**src/rtl/soc_system_pattern_gen_if.sv**
```systemverilog
// Avalon-ST video stream bundle (ready latency 1) between the pattern source and its sink.
interface soc_system_pattern_gen_if;
    logic        out_ready;
    logic        out_valid;
    logic [23:0] out_data;
    logic        out_startofpacket;
    logic        out_endofpacket;

    modport master (
        input  out_ready,
        output out_valid, out_data, out_startofpacket, out_endofpacket
    );

    modport slave (
        output out_ready,
        input  out_valid, out_data, out_startofpacket, out_endofpacket
    );
endinterface

```
**src/rtl/soc_system_pattern_gen.sv**
```systemverilog
// Avalon-ST test-pattern source: WIDTH x HEIGHT RGB frames, ready latency 1.
// Define SOC_PATGEN_VIDEO_HEADER_EN to prefix every frame with a one-beat control header.
module soc_system_pattern_gen #(
    parameter int WIDTH  = 640,
    parameter int HEIGHT = 480
) (
    input  logic                     clk,
    input  logic                     reset_n,
    input  logic                     enable,
    input  logic [1:0]               mode,
    input  logic [23:0]              solid_color,
    output logic                     frame_done,
    output logic                     busy,
    soc_system_pattern_gen_if.master st
);
    localparam int XW      = $clog2(WIDTH);
    localparam int YW      = (HEIGHT > 1) ? $clog2(HEIGHT) : 1;
    localparam int BAR_LEN = WIDTH / 8;
    localparam int SW      = (BAR_LEN > 1) ? $clog2(BAR_LEN) : 1;
    localparam logic [XW-1:0] X_LAST   = XW'(WIDTH - 1);
    localparam logic [YW-1:0] Y_LAST   = YW'(HEIGHT - 1);
    localparam logic [SW-1:0] SUB_LAST = SW'(BAR_LEN - 1);

    typedef enum logic [1:0] {IDLE, HEADER, ACTIVE} state_t;

`ifdef SOC_PATGEN_VIDEO_HEADER_EN
    localparam state_t FIRST_STATE = HEADER;
    localparam logic   PIXEL_SOP   = 1'b0;
`else
    localparam state_t FIRST_STATE = ACTIVE;
    localparam logic   PIXEL_SOP   = 1'b1;
`endif

    state_t         state_reg, state_next;
    logic           ready_d_reg;
    logic [XW-1:0]  x_reg;
    logic [YW-1:0]  y_reg;
    logic [2:0]     bar_reg;
    logic [SW-1:0]  sub_reg;
    logic [1:0]     mode_reg;
    logic [23:0]    color_reg;
    logic           frame_done_reg;

    logic           valid;
    logic           pix_beat;
    logic           last_beat;
    logic           start;
    logic [7:0]     x_lo;
    logic           y_bit3;
    logic [23:0]    bar_color;
    logic [23:0]    pixel;

    assign valid     = ready_d_reg && (state_reg == ACTIVE || state_reg == HEADER);
    assign pix_beat  = valid && (state_reg == ACTIVE);
    assign last_beat = pix_beat && (x_reg == X_LAST) && (y_reg == Y_LAST);

    always_comb begin
        state_next = state_reg;
        start      = 1'b0;
        case (state_reg)
            IDLE: begin
                if (enable) begin
                    start      = 1'b1;
                    state_next = FIRST_STATE;
                end
            end
            HEADER: begin
                if (valid) begin
                    state_next = ACTIVE;
                end
            end
            ACTIVE: begin
                // enable is only consulted at frame boundaries, so frames never truncate
                if (last_beat) begin
                    if (enable) begin
                        start      = 1'b1;
                        state_next = FIRST_STATE;
                    end else begin
                        state_next = IDLE;
                    end
                end
            end
            default: state_next = IDLE;
        endcase
    end

    always_ff @(posedge clk or negedge reset_n) begin
        if (!reset_n) begin
            state_reg      <= IDLE;
            ready_d_reg    <= 1'b0;
            x_reg          <= '0;
            y_reg          <= '0;
            bar_reg        <= '0;
            sub_reg        <= '0;
            mode_reg       <= '0;
            color_reg      <= '0;
            frame_done_reg <= 1'b0;
        end else begin
            state_reg      <= state_next;
            ready_d_reg    <= st.out_ready;
            frame_done_reg <= last_beat;
            if (start) begin
                mode_reg  <= mode;
                color_reg <= solid_color;
                x_reg     <= '0;
                y_reg     <= '0;
                bar_reg   <= '0;
                sub_reg   <= '0;
            end else if (pix_beat) begin
                if (x_reg == X_LAST) begin
                    x_reg   <= '0;
                    bar_reg <= '0;
                    sub_reg <= '0;
                    if (y_reg != Y_LAST) begin
                        y_reg <= y_reg + 1'b1;
                    end
                end else begin
                    x_reg <= x_reg + 1'b1;
                    // bar index tracks x / (WIDTH/8) without a divider
                    if (sub_reg == SUB_LAST) begin
                        sub_reg <= '0;
                        bar_reg <= bar_reg + 1'b1;
                    end else begin
                        sub_reg <= sub_reg + 1'b1;
                    end
                end
            end
        end
    end

    assign x_lo   = 8'(x_reg);
    assign y_bit3 = 1'(y_reg >> 3);

    always_comb begin
        case (bar_reg)
            3'd0:    bar_color = 24'hFFFFFF;
            3'd1:    bar_color = 24'hFFFF00;
            3'd2:    bar_color = 24'h00FFFF;
            3'd3:    bar_color = 24'h00FF00;
            3'd4:    bar_color = 24'hFF00FF;
            3'd5:    bar_color = 24'hFF0000;
            3'd6:    bar_color = 24'h0000FF;
            default: bar_color = 24'h000000;
        endcase
    end

    always_comb begin
        case (mode_reg)
            2'd0:    pixel = bar_color;
            2'd1:    pixel = {x_lo, x_lo, x_lo};
            2'd2:    pixel = color_reg;
            default: pixel = (x_lo[3] ^ y_bit3) ? 24'hFFFFFF : 24'h000000;
        endcase
    end

    // Header beat carries packet type 0, so its payload is all zeros
    assign st.out_valid         = valid;
    assign st.out_data          = pix_beat ? pixel : 24'h000000;
    assign st.out_startofpacket = valid && ((state_reg == HEADER) ||
                                  (PIXEL_SOP && state_reg == ACTIVE && x_reg == '0 && y_reg == '0));
    assign st.out_endofpacket   = last_beat;
    assign frame_done           = frame_done_reg;
    assign busy                 = (state_reg != IDLE);
endmodule

```
**src/flat_wrapper.sv**
```systemverilog
// flat-port wrapper written by rule: the top's interface ports become plain ports
module soc_system_pattern_gen_flat 
#(
    parameter int WIDTH  = 640,
    parameter int HEIGHT = 480
)
  (clk, reset_n, enable, mode, solid_color, frame_done, busy, st_out_ready, st_out_valid, st_out_data, st_out_startofpacket, st_out_endofpacket);
  soc_system_pattern_gen_if st_i ();
  input  logic clk;
  input  logic reset_n;
  input  logic enable;
  input  logic [1:0] mode;
  input  logic [23:0] solid_color;
  output logic frame_done;
  output logic busy;
  input wire logic [$bits(st_i.out_ready)-1:0] st_out_ready;
  output wire logic [$bits(st_i.out_valid)-1:0] st_out_valid;
  output wire logic [$bits(st_i.out_data)-1:0] st_out_data;
  output wire logic [$bits(st_i.out_startofpacket)-1:0] st_out_startofpacket;
  output wire logic [$bits(st_i.out_endofpacket)-1:0] st_out_endofpacket;
  assign st_i.out_ready = st_out_ready;
  assign st_out_valid = st_i.out_valid;
  assign st_out_data = st_i.out_data;
  assign st_out_startofpacket = st_i.out_startofpacket;
  assign st_out_endofpacket = st_i.out_endofpacket;
  soc_system_pattern_gen #(.WIDTH(WIDTH), .HEIGHT(HEIGHT)) u_core (.clk(clk), .reset_n(reset_n), .enable(enable), .mode(mode), .solid_color(solid_color), .frame_done(frame_done), .busy(busy), .st(st_i));
endmodule
```
**config.mk**
```make
export PLATFORM = sky130hd
export DESIGN_NAME = soc_system_pattern_gen_flat
export DESIGN_NICKNAME = d
export VERILOG_FILES = /design/src/rtl/soc_system_pattern_gen_if.sv /design/src/rtl/soc_system_pattern_gen.sv /design/src/flat_wrapper.sv
export SDC_FILE = /design/constraint.sdc
export NUM_CORES = 1
export LEC_CHECK = 0
export BUFFER_PORTS_ARGS = -buffer_cell sky130_fd_sc_hd__buf_2
export CAP_MARGIN = 20
export CORE_UTILIZATION = 40
export DETAILED_ROUTE_END_ITERATION = 16
export GPL_ROUTABILITY_DRIVEN = 1
export PLACE_DENSITY = 0.6
export RECOVER_POWER = 100
export REMOVE_ABC_BUFFERS = 1
export SLEW_MARGIN = 0
export SYNTH_ARGS = -nofsm -noshare
export SYNTH_HDL_FRONTEND = slang
export SYNTH_SLANG_ARGS = --single-unit
```
**constraint.sdc**
```tcl
create_clock -name clk -period 2.9 [get_ports clk]
set_input_delay 0.145 -clock clk [delete_from_list [all_inputs] [get_ports clk]]
set_output_delay 0.145 -clock clk [all_outputs]
set_load 0.02 [all_outputs]
```
==> flow_summary.html, run 1 <==
<table>
<tr><th>Metric</th><th>Value</th></tr>
<tr><th colspan="2">Outcome</th></tr>
<tr><td>Run status</td><td>finished, violations left</td></tr>
<tr><td>Violated checks</td><td>max-capacitance violations, max-slew violations</td></tr>
<tr><th colspan="2">Logic synthesis</th></tr>
<tr><td>Cell count after synthesis</td><td>432</td></tr>
<tr><td>Warnings from Yosys</td><td>0</td></tr>
<tr><td>Register bit total from synthesis</td><td>just under 60</td></tr>
<tr><td>Mapped Area</td><td>approximately 3500 um^2</td></tr>
<tr><td>Library cell with the highest instance count after synthesis</td><td>nand2_1</td></tr>
<tr><td>Leading post-synthesis cells by instance count</td><td>73 x nand2_1, 58 x dfrtp_1, 33 x a21oi_1, 27 x o22ai_1, 26 x clkbuf_1</td></tr>
<tr><td>Number of synthesized flops with an enable pin</td><td>0</td></tr>
<tr><td>Post-synthesis area per instance</td><td>between 8 and 9 um^2</td></tr>
<tr><td>Sequential area share after synthesis</td><td>40.9%</td></tr>
<tr><td>Post-synth ARST share</td><td>100%</td></tr>
<tr><td>Top_reg_cell synth</td><td>dfrtp_1</td></tr>
<tr><td>Number of different library cells in the post-synthesis netlist</td><td>50</td></tr>
<tr><td>Portion of synthesized cell area occupied by the leading cell type</td><td>40.9%</td></tr>
<tr><td>Biggest area contributors in the synthesized netlist</td><td>dfrtp_1 41%, nand2_1 7.7%, o22ai_1 4.8%</td></tr>
<tr><td>Most area-hungry cell type in the Yosys netlist</td><td>dfrtp_1</td></tr>
<tr><th colspan="2">Drt</th></tr>
<tr><td>TritonRoute pass-1 iters</td><td>6</td></tr>
<tr><td>Via Count</td><td>around 3400</td></tr>
<tr><td>Number of nets with antenna violations after detailed routing</td><td>0</td></tr>
<tr><td>Routed wire length</td><td>9740 um</td></tr>
<tr><td>Routed len/inst</td><td>16.5 um</td></tr>
<tr><td>Mean number of vias per cell</td><td>5.71</td></tr>
<tr><td>DRT iter0 DRCs</td><td>269</td></tr>
<tr><td>DRC violations left</td><td>0</td></tr>
<tr><th colspan="2">Final layout</th></tr>
<tr><td>Final instance count without filler cells</td><td>590</td></tr>
<tr><td>Area of the multi-input gates</td><td>1890 um^2</td></tr>
<tr><td>FF+latch area</td><td>1450 um^2</td></tr>
<tr><td>Max FFs per register</td><td>24</td></tr>
<tr><td>Area added between synthesis and finish</td><td>15.2%</td></tr>
<tr><td>Fin nets</td><td>520</td></tr>
<tr><td>Final core area utilization</td><td>48.8%</td></tr>
<tr><td>Fraction of final layout cells with drive strength greater than 1</td><td>about 14%</td></tr>
<tr><td>Final-layout fill cell count</td><td>861</td></tr>
<tr><td>Diode insertion count for antenna repair</td><td>0</td></tr>
<tr><th colspan="2">Clock network</th></tr>
<tr><td>Insertion delay of the later-clocked pin in the worst-skew pair</td><td>0.34 ns</td></tr>
<tr><td>Resized Gates After CTS</td><td>0</td></tr>
<tr><td>Clock tree from TritonCTS</td><td>built</td></tr>
<tr><td>Root Buffer</td><td>clkbuf_8</td></tr>
<tr><td>Number of clock buffers inserted by TritonCTS</td><td>9</td></tr>
<tr><td>Clk slew on worst S/H paths</td><td>~0.07 ns</td></tr>
<tr><td>Deepest clock path buffer count</td><td>2</td></tr>
<tr><td>H-tree lvl count</td><td>3</td></tr>
<tr><td>Clock net sink count</td><td>58</td></tr>
<tr><th colspan="2">Floorplanning</th></tr>
<tr><td>Die W</td><td>96.2 um</td></tr>
<tr><td>Die Footprint</td><td>9250 um^2</td></tr>
<tr><td>Core footprint</td><td>8380 um^2</td></tr>
<tr><td>Initial Utilization</td><td>42.3%</td></tr>
<tr><td>Number of top-level pins</td><td>59</td></tr>
<tr><td>Height of the die</td><td>96.2 um</td></tr>
<tr><td>Floorplan row count</td><td>33</td></tr>
<tr><th colspan="2">Setup path</th></tr>
<tr><td>Worst Setup Start Kind</td><td>flip-flop</td></tr>
<tr><td>Data required, critical path</td><td>3.09 ns</td></tr>
<tr><td>Signal arrival time at the worst endpoint</td><td>2.85 ns</td></tr>
<tr><td>Biggest cell delay along the critical path</td><td>0.55 ns</td></tr>
<tr><td>Cell-by-cell listing of the critical path</td><td>ha_1 -&gt; nand4_1 -&gt; or3_1 -&gt; buf_4 -&gt; o31ai_1 -&gt; clkbuf_1 -&gt; a22oi_1</td></tr>
<tr><td>CP max stage cell</td><td>clkbuf_1</td></tr>
<tr><td>Maximum fanout encountered on the critical timing path</td><td>25</td></tr>
<tr><td>Type of the setup path with the least slack</td><td>flip-flop to flip-flop</td></tr>
<tr><td>Type of destination of the critical path</td><td>flip-flop</td></tr>
<tr><th colspan="2">Hold path</th></tr>
<tr><td>Hold/Removal Path Class</td><td>input pin to flip-flop</td></tr>
<tr><th colspan="2">Global routing</th></tr>
<tr><td>Number of antenna violations at the first check in global routing</td><td>0</td></tr>
<tr><td>Maximum number of pins on one net before global-route repair</td><td>34</td></tr>
<tr><td>GRT Total Usage</td><td>23.0%</td></tr>
<tr><td>Number of global-route vias before repair</td><td>roughly 3200</td></tr>
<tr><td>GR Overflow Total</td><td>0</td></tr>
<tr><td>Global-route wire length before repair</td><td>16000 um</td></tr>
<tr><th colspan="2">STA</th></tr>
<tr><td>Final setup skew</td><td>0.0102 ns</td></tr>
<tr><td>Minimum clock period</td><td>between 2 and 3 ns</td></tr>
<tr><td>Total Negative Setup Slacks</td><td>0 ns</td></tr>
<tr><td>Setup repair after global routing missed its margin</td><td>no</td></tr>
<tr><td>Final setup violation count</td><td>0</td></tr>
<tr><td>Worst Hold Slack</td><td>0.0539 ns</td></tr>
<tr><td>Count of endpoints failing hold in the final timing report</td><td>0</td></tr>
<tr><td>Worst slew slack as a fraction of its limit</td><td>-16.0%</td></tr>
<tr><td>Slew Viols, Final</td><td>31</td></tr>
<tr><td>Timing-limited maximum frequency</td><td>0.376 GHz</td></tr>
<tr><td>Portion of the clock cycle consumed by the worst path in the final layout</td><td>91.8%</td></tr>
<tr><td>Worst Max-Slew Pin Slew</td><td>1.74 ns</td></tr>
<tr><th colspan="2">Pwr</th></tr>
<tr><td>Leakage power figure</td><td>around 1.8 nW</td></tr>
<tr><td>Overall power of the completed layout</td><td>2.47 mW</td></tr>
<tr><td>Power per Cell Area</td><td>604 nW/um^2</td></tr>
<tr><td>VDD IR max</td><td>~0.00023 V</td></tr>
<tr><th colspan="2">Job</th></tr>
<tr><td>Max Cap Violations</td><td>1</td></tr>
<tr><th colspan="2">Placed design</th></tr>
<tr><td>Cell count after placement</td><td>572</td></tr>
<tr><td>Input/output buffers</td><td>58</td></tr>
<tr><td>Final weighted congestion in routability-driven placement</td><td>0.848</td></tr>
<tr><td>DP HPWL</td><td>roughly 6500 um</td></tr>
</table>
cells by family after synthesis:
family	share of synthesized area (%)
multiplexers	0.846
AND/OR/NAND/NOR	25.2
adder cells (fa/ha/maj)	3.53
buffers and inverters	5.89
XOR/XNOR	1.23
AO/OA/AOI/OAI	22.4
flip-flops	40.9
per-layer routing:
metal | part of all wire (%) | vias to the layer above | GRT usage [%]
met3 | 4.5 | 12 | 3.95
met5 | 0 | - | 0
met2 | 48 | 98 | 34.7
li1 | - | 1660 | -
met4 | 1.5 | 0 | 9.08
met1 | 46 | 1601 | 32.4
cells in the final DEF (no fill, tap or decap), drive strengths merged, types with 2 or more instances in the layout:
cell / instances
mux2i: 3
and4: 3
nand2b: 10
nor4: 6
xor2: 2
xnor2: 3
a211oi: 2
o21ai: 22
or4: 4
a21o: 10
or3: 6
inv: 12
o31ai: 6
nand4b: 3
a22oi: 9
clkbuf: 48
nand4: 10
and3: 3
a21oi: 33
buf: 39
nor2: 24
ha: 10
a41oi: 2
or2: 2
a31oi: 7
nor3: 21
nand2: 73
o22ai: 27
dlygate4sd3: 2
dfrtp: 58
nand3: 11
final timing paths:
check / startpoint / to / slack, ns / cells past startpoint
min in group asynchronous: reset_n / u_core.color_reg[8]$_DFFE_PN0N_ / 0.80 / 2
hold reg to reg: u_core.x_reg[9]$_DFFE_PN0P_ / u_core.x_reg[9]$_DFFE_PN0P_ / 0.52 / 1
hold / removal: solid_color[13] / u_core.color_reg[13]$_DFFE_PN0N_ / 0.05 / 3
setup / recovery: u_core.x_reg[0]$_DFFE_PN0P_ / u_core.y_reg[3]$_DFFE_PN0P_ / 0.24 / 7
setup reg to reg: u_core.x_reg[0]$_DFFE_PN0P_ / u_core.y_reg[3]$_DFFE_PN0P_ / 0.24 / 7
max in group asynchronous: reset_n / u_core.x_reg[4]$_DFFE_PN0P_ / 0.54 / 3
through the flow:
step | setup slack (ns) | area, um^2
after CTS | 0.329 | 4140
after floorplan | 0.342 | 3380
after global routing | 0.0899 | 4090
final | 0.239 | 4090
after detailed placement | 0.683 | 3920
after global placement | 0.701 | 3920
worst max-delay path, delay by kind of cell, from the launching register on:
| kind | cells | cell delay (ns) |
|---|---|---|
| AOI/OAI and AO/OA | 2 | 0.50 |
| and+or+nand+nor | 2 | 0.52 |
| DFF | 1 | 0.44 |
| adders and majority gates | 1 | 0.27 |
| buffers and inverters | 2 | 0.78 |
final cells by class:
class,count,area share (%)
repair buffers,74,9.00
multi-input cells,325,46.2
inverters,12,1.10
clock buffers,15,4.81
well taps,105,3.21
clock inverters,1,0.122
flip-flops and latches,58,35.5
repair_timing:
item,in CTS,in global routing
setup buffers,0,0
hold endpoints to repair,30,0
hold buffers,2,0
where the power goes:
group          switching [mW]  internal [mW]  total, mW  leakage [nW]
clock network           0.322          0.426      0.748         0.106
logic                   0.395          0.261      0.656          1.01
registers               0.151          0.914       1.07         0.705
(Power assumes the default switching activity.)
==> run 2: changes to the inputs <==
--- a/config.mk
+++ b/config.mk
@@ -8,6 +8,7 @@
 export BUFFER_PORTS_ARGS = -buffer_cell sky130_fd_sc_hd__buf_2
 export CAP_MARGIN = 20
 export CORE_UTILIZATION = 40
+export CTS_CLUSTER_DIAMETER = 50
 export DETAILED_ROUTE_END_ITERATION = 16
 export GPL_ROUTABILITY_DRIVEN = 1
 export PLACE_DENSITY = 0.6
==> constraint.sdc (replaced) <==
create_clock -name clk -period 2.9 [get_ports clk]
set_input_delay 0.145 -clock clk [delete_from_list [all_inputs] [get_ports clk]]
set_output_delay 0.145 -clock clk [all_outputs]
set_load 0.05 [all_outputs]
==> run 2 against run 1 <==
Effect of this change:
- the flow now finishes without violations
- flip-flop and latch count did not move
- total power rose by 11%
- combinational power rose by 30%
- clock skew rose by 0.0017 ns
- sequential power barely moved
- worst hold slack got worse by 0.0067 ns
- via count rose by 0.80%
- clock-buffer cell count fell by 1
- global-route usage rose by 0.75 points
- die area did not move
- largest power group unchanged
- highest routed layer unchanged
==> flow_summary.html, run 2 (synthesis gave the netlist of run 1 again) <==
<table>
<tr><th>Metric</th><th>Value</th></tr>
<tr><th colspan="2">Final layout</th></tr>
<tr><td>Diode insertion count for antenna repair</td><td>0 (unchanged)</td></tr>
<tr><td>Max FFs per register</td><td>24 (unchanged)</td></tr>
<tr><td>Fin nets</td><td>524 (was 520)</td></tr>
<tr><td>Most common cell after layout, fill and taps aside</td><td>nand2_1 (unchanged)</td></tr>
<tr><td>Area added between synthesis and finish</td><td>17.1% (was 15.2%)</td></tr>
<tr><td>Final instance count without filler cells</td><td>593 (was 590)</td></tr>
<tr><td>Most used cells in the layout excluding fill and tap cells</td><td>73 x nand2_1, 58 x dfrtp_1, 33 x a21oi_1, 30 x buf_2, 28 x clkbuf_2 (was 73 x nand2_1, 58 x dfrtp_1, 33 x a21oi_1, 31 x clkbuf_1, 29 x buf_2)</td></tr>
<tr><td>Fraction of final layout cells with drive strength greater than 1</td><td>19.1% (was 13.8%)</td></tr>
<tr><th colspan="2">STA</th></tr>
<tr><td>Worst Max-Slew Pin Slew</td><td>1.05 ns (was 1.74 ns)</td></tr>
<tr><td>Portion of the clock cycle consumed by the worst path in the final layout</td><td>89.6% (was 91.8%)</td></tr>
<tr><td>Slack of the critical path</td><td>0.303 ns (was 0.239 ns)</td></tr>
<tr><td>Setup repair after global routing missed its margin</td><td>no (unchanged)</td></tr>
<tr><td>Minimum clock period</td><td>2.60 ns (was 2.66 ns)</td></tr>
<tr><td>Worst slew slack as a fraction of its limit</td><td>30.1% (was -16.0%)</td></tr>
<tr><td>Timing-limited maximum frequency</td><td>0.385 GHz (was 0.376 GHz)</td></tr>
<tr><td>Slew Viols, Final</td><td>0 (was 31)</td></tr>
<tr><td>Final setup violation count</td><td>0 (unchanged)</td></tr>
<tr><td>Total Negative Setup Slacks</td><td>0 ns (unchanged)</td></tr>
<tr><td>Final setup skew</td><td>0.0119 ns (was 0.0102 ns)</td></tr>
<tr><td>Count of endpoints failing hold in the final timing report</td><td>0 (unchanged)</td></tr>
<tr><td>Worst Hold Slack</td><td>0.0472 ns (was 0.0539 ns)</td></tr>
<tr><th colspan="2">Outcome</th></tr>
<tr><td>Run status</td><td>completed (was finished, violations left)</td></tr>
<tr><th colspan="2">Pwr</th></tr>
<tr><td>VDD IR max</td><td>0.000214 V (was 0.000226 V)</td></tr>
<tr><td>Leakage power figure</td><td>1.92 nW (was 1.82 nW)</td></tr>
<tr><td>Power per Cell Area</td><td>659 nW/um^2 (was 604 nW/um^2)</td></tr>
<tr><th colspan="2">Setup path</th></tr>
<tr><td>R2R depth</td><td>6 (was 7)</td></tr>
<tr><td>R2R setup slack</td><td>0.42 ns (was 0.24 ns)</td></tr>
<tr><td>Capturing point of the worst reg2reg path</td><td>u_core.bar_reg[1]$_DFFE_PN0P_ (was u_core.y_reg[3]$_DFFE_PN0P_)</td></tr>
<tr><td>Type of destination of the critical path</td><td>output pin (was flip-flop)</td></tr>
<tr><td>Worst Setup Start Kind</td><td>flip-flop (unchanged)</td></tr>
<tr><td>Type of the setup path with the least slack</td><td>flip-flop to output pin (was flip-flop to flip-flop)</td></tr>
<tr><td>Maximum fanout encountered on the critical timing path</td><td>16 (was 25)</td></tr>
<tr><td>Launching point of the worst reg2reg path</td><td>u_core.x_reg[0]$_DFFE_PN0P_ (unchanged)</td></tr>
<tr><td>Data required, critical path</td><td>2.76 ns (was 3.09 ns)</td></tr>
<tr><td>Signal arrival time at the worst endpoint</td><td>2.45 ns (was 2.85 ns)</td></tr>
<tr><th colspan="2">Global routing</th></tr>
<tr><td>Number of global-route vias before repair</td><td>3237 (was 3156)</td></tr>
<tr><td>Global-route wire length before repair</td><td>16500 um (was 16000 um)</td></tr>
<tr><td>Maximum number of pins on one net before global-route repair</td><td>35 (was 34)</td></tr>
<tr><td>GR Overflow Total</td><td>0 (unchanged)</td></tr>
<tr><td>Number of antenna violations at the first check in global routing</td><td>0 (unchanged)</td></tr>
<tr><td>GRT Total Usage</td><td>23.7% (was 23.0%)</td></tr>
<tr><th colspan="2">Placed design</th></tr>
<tr><td>DP HPWL</td><td>6880 um (was 6550 um)</td></tr>
<tr><td>Worst setup timing slack at the placement stage</td><td>0.397 ns (was 0.683 ns)</td></tr>
<tr><td>Cell count after placement</td><td>576 (was 572)</td></tr>
<tr><td>Input/output buffers</td><td>58 (unchanged)</td></tr>
<tr><td>Final weighted congestion in routability-driven placement</td><td>0.871 (was 0.848)</td></tr>
<tr><th colspan="2">Drt</th></tr>
<tr><td>Via Count</td><td>3398 (was 3371)</td></tr>
<tr><td>DRC violations left</td><td>0 (unchanged)</td></tr>
<tr><td>TritonRoute pass-1 iters</td><td>5 (was 6)</td></tr>
<tr><td>Routed wire length</td><td>10200 um (was 9740 um)</td></tr>
<tr><td>DRT iter0 DRCs</td><td>208 (was 269)</td></tr>
<tr><td>Routed len/inst</td><td>17.2 um (was 16.5 um)</td></tr>
<tr><td>Number of nets with antenna violations after detailed routing</td><td>0 (unchanged)</td></tr>
<tr><td>Mean number of vias per cell</td><td>5.73 (was 5.71)</td></tr>
<tr><th colspan="2">Floorplanning</th></tr>
<tr><td>Die W</td><td>96.2 um (unchanged)</td></tr>
<tr><td>Number of top-level pins</td><td>59 (unchanged)</td></tr>
<tr><td>Die Footprint</td><td>9250 um^2 (unchanged)</td></tr>
<tr><td>Initial Utilization</td><td>42.3% (unchanged)</td></tr>
<tr><td>Floorplan row count</td><td>33 (unchanged)</td></tr>
<tr><td>Core footprint</td><td>8380 um^2 (unchanged)</td></tr>
<tr><td>Height of the die</td><td>96.2 um (unchanged)</td></tr>
<tr><th colspan="2">Hold path</th></tr>
<tr><td>Hold path startpoint</td><td>solid_color[23] (was solid_color[13])</td></tr>
<tr><td>Hold/Removal Path Class</td><td>input pin to flip-flop (unchanged)</td></tr>
<tr><td>Min-Delay Path Depth</td><td>3 (unchanged)</td></tr>
<tr><td>Worst hold path endpoint</td><td>u_core.color_reg[23]$_DFFE_PN0N_ (was u_core.color_reg[13]$_DFFE_PN0N_)</td></tr>
<tr><th colspan="2">Clock network</th></tr>
<tr><td>Clock tree from TritonCTS</td><td>built (unchanged)</td></tr>
<tr><td>Clk slew on worst S/H paths</td><td>0.07 ns (about the same)</td></tr>
<tr><td>H-tree lvl count</td><td>3 (unchanged)</td></tr>
<tr><td>Post-CTS Repair Setup Buffers</td><td>0 (unchanged)</td></tr>
<tr><td>Clock net sink count</td><td>58 (unchanged)</td></tr>
<tr><td>Deepest clock path buffer count</td><td>2 (unchanged)</td></tr>
<tr><td>Root Buffer</td><td>clkbuf_8 (unchanged)</td></tr>
<tr><td>Number of clock buffers inserted by TritonCTS</td><td>9 (unchanged)</td></tr>
<tr><td>Insertion delay of the later-clocked pin in the worst-skew pair</td><td>0.35 ns (was 0.34 ns)</td></tr>
<tr><th colspan="2">Job</th></tr>
<tr><td>Max Cap Violations</td><td>0 (was 1)</td></tr>
</table>
-- run 2: metrics by stage --
step	cell area [um^2]	utilization [%]	power, mW
finish	4160	49.6	2.74
global route	4160	49.6	2.91
CTS	4190	50.0	2.76
detailed placement	3950	47.1	1.91
global placement	3950	47.1	1.90
floorplan	3380	-	1.64
-- run 2: how the worst max path moves through the flow --
stage,start,endpoint,slack [ns],cells after the start
floorplan,u_core.state_reg[1]$_DFFE_PN0P_,st_out_data[10],-0.78,4
global placement,u_core.x_reg[0]$_DFFE_PN0P_,u_core.bar_reg[2]$_DFFE_PN0P_,0.49,6
detailed placement,u_core.x_reg[0]$_DFFE_PN0P_,u_core.bar_reg[0]$_DFFE_PN0P_,0.40,6
CTS,u_core.x_reg[0]$_DFFE_PN0P_,st_out_endofpacket,0.17,5
global route,u_core.mode_reg[1]$_DFFE_PN0N_,st_out_data[7],0.11,6
finish,u_core.x_reg[0]$_DFFE_PN0P_,st_out_endofpacket,0.30,5
-- run 2: power breakdown --
group	internal, mW	total, mW	switching [mW]
logic	0.284	0.852	0.568
registers	0.915	1.04	0.129
clock network	0.510	0.842	0.332
total	1.71	2.74	1.03
-- run 2: per-layer routing --
| layer | vias to the layer above | GRT usage [%] | part of all wire [%] |
|---|---|---|---|
| met4 | 0 | 10.8 | 1.8 |
| met2 | 92 | 35.3 | 46 |
| met5 | - | 0 | 0 |
| li1 | 1671 | - | - |
| met1 | 1620 | 33.2 | 47 |
| met3 | 15 | 4.19 | 4.7 |
-- run 2: worst max-delay path, cell delays in order (launching register included) --
cell	delay (ns)
dfrtp_1	0.46
ha_1	0.27
nand4_1	0.17
or3_4	0.50
nor4_1	0.37
clkbuf_2	0.34
-- run 2: area by class of cell --
| class | count | area (um^2) |
|---|---|---|
| inverter | 12 | 45.0 |
| multi-input combinational | 325 | 1890 |
| clock buffer | 14 | 193 |
| fill | 837 | 4230 |
| timing repair buffer | 78 | 412 |
| sequential | 58 | 1450 |
| clock inverter | 1 | 30.0 |
| tap | 105 | 131 |
-- run 2: what timing repair did --
| action | 4_1_cts | 5_1_grt |
|---|---|---|
| setup endpoints to repair | 0 | 1 |
| gates resized for setup | 0 | 1 |
| hold buffers | 2 | 0 |
| hold endpoints to repair | 14 | 0 |
==> run 3: changes to the inputs <==
--- a/config.mk
+++ b/config.mk
@@ -7,6 +7,7 @@
 export LEC_CHECK = 0
 export BUFFER_PORTS_ARGS = -buffer_cell sky130_fd_sc_hd__buf_2
 export CAP_MARGIN = 20
+export CORE_ASPECT_RATIO = 0.75
 export CORE_UTILIZATION = 40
 export CTS_CLUSTER_DIAMETER = 50
 export DETAILED_ROUTE_END_ITERATION = 16
@@ -14,7 +15,6 @@
 export PLACE_DENSITY = 0.6
 export RECOVER_POWER = 100
 export REMOVE_ABC_BUFFERS = 1
-export SLEW_MARGIN = 0
 export SYNTH_ARGS = -nofsm -noshare
 export SYNTH_HDL_FRONTEND = slang
 export SYNTH_SLANG_ARGS = --single-unit
==> constraint.sdc (replaced) <==
create_clock -name clk -period 2.9 [get_ports clk]
set_input_delay 0.145 -clock clk [delete_from_list [all_inputs] [get_ports clk]]
set_output_delay 0.145 -clock clk [all_outputs]
set_load 0.005 [all_outputs]
==> run 3 against run 2 <==
Effect of this change:
- critical path depth rose by 1
- register-to-register slack got worse by 0.12 ns
- sequential share of layout area fell by 0.20 points
- global-route usage fell by 0.68 points
- fmax barely moved
- sequential power barely moved
- combinational power fell by 30%
- clock-buffer cell count did not move
- utilization fell by 0.57 points
- setup slack got worse by 0.0010 ns
- clock skew fell by 0.0068 ns
- die area barely moved
==> flow_summary.html, run 3 (synthesis gave the netlist of run 1 again) <==
<table>
<tr><th>Metric</th><th>Value</th></tr>
<tr><th colspan="2">Floorplanning</th></tr>
<tr><td>Floorplan row count</td><td>29 (was 33)</td></tr>
<tr><td>Core footprint</td><td>8530 um^2 (was 8380 um^2)</td></tr>
<tr><td>Initial Utilization</td><td>41.6% (was 42.3%)</td></tr>
<tr><td>Number of top-level pins</td><td>59 (unchanged)</td></tr>
<tr><td>Die Footprint</td><td>9260 um^2 (was 9250 um^2)</td></tr>
<tr><td>Die W</td><td>111 um (was 96.2 um)</td></tr>
<tr><td>Height of the die</td><td>83.6 um (was 96.2 um)</td></tr>
<tr><th colspan="2">Setup path</th></tr>
<tr><td>R2R depth</td><td>6 (unchanged)</td></tr>
<tr><td>Total stage count of the critical path</td><td>6 (was 5)</td></tr>
<tr><td>Launching point of the worst reg2reg path</td><td>u_core.x_reg[1]$_DFFE_PN0P_ (was u_core.x_reg[0]$_DFFE_PN0P_)</td></tr>
<tr><td>CP max stage cell</td><td>nor3_1 (was or3_4)</td></tr>
<tr><td>Worst setup endpoint</td><td>u_core.color_reg[22]$_DFFE_PN0N_ (was st_out_endofpacket)</td></tr>
<tr><td>Launch point of the critical path</td><td>u_core.x_reg[1]$_DFFE_PN0P_ (was u_core.x_reg[0]$_DFFE_PN0P_)</td></tr>
<tr><td>Type of destination of the critical path</td><td>flip-flop (was output pin)</td></tr>
<tr><td>Worst Setup Start Kind</td><td>flip-flop (unchanged)</td></tr>
<tr><td>Biggest cell delay along the critical path</td><td>0.61 ns (was 0.50 ns)</td></tr>
<tr><td>Signal arrival time at the worst endpoint</td><td>2.77 ns (was 2.45 ns)</td></tr>
<tr><td>R2R setup slack</td><td>0.30 ns (was 0.42 ns)</td></tr>
<tr><td>Number of buffer and inverter stages on the critical path</td><td>1 (unchanged)</td></tr>
<tr><td>Maximum fanout encountered on the critical timing path</td><td>26 (was 16)</td></tr>
<tr><td>Capturing point of the worst reg2reg path</td><td>u_core.color_reg[22]$_DFFE_PN0N_ (was u_core.bar_reg[1]$_DFFE_PN0P_)</td></tr>
<tr><td>Type of the setup path with the least slack</td><td>flip-flop to flip-flop (was flip-flop to output pin)</td></tr>
<tr><td>Data required, critical path</td><td>3.08 ns (was 2.76 ns)</td></tr>
<tr><td>Cell class contributing the biggest share of worst-path delay</td><td>simple AND/OR/NAND/NOR gates (unchanged)</td></tr>
<tr><td>Cell-by-cell listing of the critical path</td><td>ha_1 -&gt; nand4_1 -&gt; nor3_1 -&gt; and4_1 -&gt; clkbuf_2 -&gt; o22ai_1 (was ha_1 -&gt; nand4_1 -&gt; or3_4 -&gt; nor4_1 -&gt; clkbuf_2)</td></tr>
<tr><th colspan="2">STA</th></tr>
<tr><td>Minimum clock period</td><td>2.60 ns (about the same)</td></tr>
<tr><td>Slew Viols, Final</td><td>0 (unchanged)</td></tr>
<tr><td>Timing-limited maximum frequency</td><td>0.385 GHz (about the same)</td></tr>
<tr><td>Worst Hold Slack</td><td>0.0720 ns (was 0.0472 ns)</td></tr>
<tr><td>Total Negative Setup Slacks</td><td>0 ns (unchanged)</td></tr>
<tr><td>Final setup violation count</td><td>0 (unchanged)</td></tr>
<tr><td>Final setup skew</td><td>0.00507 ns (was 0.0119 ns)</td></tr>
<tr><td>Setup repair after global routing missed its margin</td><td>no (unchanged)</td></tr>
<tr><td>Count of endpoints failing hold in the final timing report</td><td>0 (unchanged)</td></tr>
<tr><td>Slack of the critical path</td><td>0.302 ns (was 0.303 ns)</td></tr>
<tr><td>Worst Max-Slew Pin Slew</td><td>1.29 ns (was 1.05 ns)</td></tr>
<tr><td>Portion of the clock cycle consumed by the worst path in the final layout</td><td>89.6% (about the same)</td></tr>
<tr><td>Worst slew slack as a fraction of its limit</td><td>13.8% (was 30.1%)</td></tr>
<tr><th colspan="2">Clock network</th></tr>
<tr><td>Clk slew on worst S/H paths</td><td>0.05 ns (was 0.07 ns)</td></tr>
<tr><td>Number of clock buffers inserted by TritonCTS</td><td>9 (unchanged)</td></tr>
<tr><td>Clock net sink count</td><td>58 (unchanged)</td></tr>
<tr><td>H-tree lvl count</td><td>3 (unchanged)</td></tr>
<tr><td>Deepest clock path buffer count</td><td>2 (unchanged)</td></tr>
<tr><td>Root Buffer</td><td>clkbuf_16 (was clkbuf_8)</td></tr>
<tr><td>Clock tree from TritonCTS</td><td>built (unchanged)</td></tr>
<tr><td>Insertion delay of the later-clocked pin in the worst-skew pair</td><td>0.33 ns (was 0.35 ns)</td></tr>
<tr><td>Post-CTS Repair Setup Buffers</td><td>0 (unchanged)</td></tr>
<tr><th colspan="2">Drt</th></tr>
<tr><td>Routed len/inst</td><td>17.1 um (was 17.2 um)</td></tr>
<tr><td>Via Count</td><td>3419 (was 3398)</td></tr>
<tr><td>Met3 wirelength from detailed routing</td><td>611 um (was 477 um)</td></tr>
<tr><td>Number of nets with antenna violations after detailed routing</td><td>0 (unchanged)</td></tr>
<tr><td>Top routing layer in use</td><td>met4 (unchanged)</td></tr>
<tr><td>TritonRoute pass-1 iters</td><td>5 (unchanged)</td></tr>
<tr><td>Routed wire length</td><td>10200 um (about the same)</td></tr>
<tr><td>DRC violations left</td><td>0 (unchanged)</td></tr>
<tr><td>Mean number of vias per cell</td><td>5.77 (was 5.73)</td></tr>
<tr><td>Routed wl met2</td><td>4600 um (was 4730 um)</td></tr>
<tr><td>Routed length on met1</td><td>4890 um (was 4800 um)</td></tr>
<tr><td>DRT iter0 DRCs</td><td>257 (was 208)</td></tr>
<tr><th colspan="2">Placed design</th></tr>
<tr><td>Final weighted congestion in routability-driven placement</td><td>0.901 (was 0.871)</td></tr>
<tr><td>Cell area after placement</td><td>3920 um^2 (was 3950 um^2)</td></tr>
<tr><td>Input/output buffers</td><td>58 (unchanged)</td></tr>
<tr><td>DP HPWL</td><td>6870 um (was 6880 um)</td></tr>
<tr><td>Worst setup timing slack at the placement stage</td><td>0.529 ns (was 0.397 ns)</td></tr>
<tr><th colspan="2">Outcome</th></tr>
<tr><td>Run status</td><td>completed (unchanged)</td></tr>
<tr><th colspan="2">Global routing</th></tr>
<tr><td>GR Overflow Total</td><td>0 (unchanged)</td></tr>
<tr><td>Global-route wire length before repair</td><td>17000 um (was 16500 um)</td></tr>
<tr><td>GRT Total Usage</td><td>23.0% (was 23.7%)</td></tr>
<tr><td>Maximum number of pins on one net before global-route repair</td><td>37 (was 35)</td></tr>
<tr><td>Number of global-route vias before repair</td><td>3209 (was 3237)</td></tr>
<tr><td>Number of antenna violations at the first check in global routing</td><td>0 (unchanged)</td></tr>
<tr><th colspan="2">Final layout</th></tr>
<tr><td>Diode insertion count for antenna repair</td><td>0 (unchanged)</td></tr>
<tr><td>Area added between synthesis and finish</td><td>17.8% (was 17.1%)</td></tr>
<tr><td>Final-layout fill cell count</td><td>854 (was 837)</td></tr>
<tr><td>Fin nets</td><td>520 (was 524)</td></tr>
<tr><td>Most used cells in the layout excluding fill and tap cells</td><td>73 x nand2_1, 58 x dfrtp_1, 36 x buf_2, 33 x a21oi_1, 27 x o22ai_1 (was 73 x nand2_1, 58 x dfrtp_1, 33 x a21oi_1, 30 x buf_2, 28 x clkbuf_2)</td></tr>
<tr><td>Finished layout cell area</td><td>4180 um^2 (was 4160 um^2)</td></tr>
<tr><td>Max FFs per register</td><td>24 (unchanged)</td></tr>
<tr><td>Fraction of final layout cells with drive strength greater than 1</td><td>15.5% (was 19.1%)</td></tr>
<tr><td>Most common cell after layout, fill and taps aside</td><td>nand2_1 (unchanged)</td></tr>
<tr><th colspan="2">Pwr</th></tr>
<tr><td>Power per Cell Area</td><td>638 nW/um^2 (was 659 nW/um^2)</td></tr>
<tr><td>VDD IR max</td><td>0.000246 V (was 0.000214 V)</td></tr>
<tr><td>Leakage power figure</td><td>1.89 nW (was 1.92 nW)</td></tr>
<tr><td>Overall power of the completed layout</td><td>2.67 mW (was 2.74 mW)</td></tr>
<tr><th colspan="2">Job</th></tr>
<tr><td>Max Cap Violations</td><td>0 (unchanged)</td></tr>
<tr><th colspan="2">Hold path</th></tr>
<tr><td>Min-Delay Path Depth</td><td>3 (unchanged)</td></tr>
<tr><td>Hold/Removal Path Class</td><td>input pin to flip-flop (unchanged)</td></tr>
</table>
[run 3: changes by cell type in the layout (fill, tap and decap cells not counted), sizes merged]
| cell | before | now |
|---|---|---|
| buf | 39 | 48 |
| clkbuf | 51 | 38 |
| bufinv | 1 | 0 |
| clkinv | 0 | 2 |
[run 3: power by group]
| group | total [mW] | switching (mW) | internal (mW) | leakage [nW] |
|---|---|---|---|---|
| Sequential | 1.06 | 0.147 | 0.916 | 0.705 |
| Combinational | 0.597 | 0.333 | 0.263 | 1.05 |
| Clock | 1.01 | 0.362 | 0.645 | 0.143 |
[run 3: worst min path at each step]
| stage | startpoint | end | slack (ns) |
|---|---|---|---|
| 2_1_floorplan | reset_n | u_core.bar_reg[0]$_DFFE_PN0P_ | -0.15 |
| 3_3_place_gp | reset_n | u_core.y_reg[0]$_DFFE_PN0P_ | 0.17 |
| 3_5_place_dp | reset_n | u_core.y_reg[0]$_DFFE_PN0P_ | 0.16 |
| 4_1_cts | solid_color[12] | u_core.color_reg[12]$_DFFE_PN0N_ | 0.06 |
| 5_1_grt | solid_color[4] | u_core.color_reg[4]$_DFFE_PN0N_ | 0.08 |
| 6_report | solid_color[12] | u_core.color_reg[12]$_DFFE_PN0N_ | 0.07 |
[run 3: final cells by class]
| class | instances | area (um^2) | share of cell area, % |
|---|---|---|---|
| Clock inverter | 2 | 10.0 | 0.239 |
| Clock buffer | 14 | 274 | 6.55 |
| Inverter | 12 | 45.0 | 1.08 |
| Tap cell | 108 | 135 | 3.23 |
| Sequential cell | 58 | 1450 | 34.7 |
| Multi-Input combinational cell | 325 | 1880 | 45.0 |
| Timing Repair Buffer | 74 | 384 | 9.19 |
[run 3: layer usage]
metal,global-route usage [%],vias up
met5,0,-
met4,4.85,0
met3,6.32,5
met2,34.5,97
met1,33.1,1659
li1,-,1658
[run 3: what timing repair did]
action,in CTS,in global routing
endpoints found under the hold margin,23,0
hold buffers,2,0
resized for setup,0,0
[run 3: metrics by stage]
stage | utilization (%) | instances
after floorplan | - | 395
after global placement | 46.0 | 575
after detailed placement | 46.0 | 575
after CTS | 49.6 | 593
after global routing | 49.0 | 593
final | 49.0 | 593
[run 3: worst register-to-register path, cell delays in order, from the launching register on]
cell and delay [ns]:
dfrtp_1 0.44, ha_1 0.27, nand4_1 0.18, nor3_1 0.61, and4_1 0.29, clkbuf_2 0.48, o22ai_1 0.17
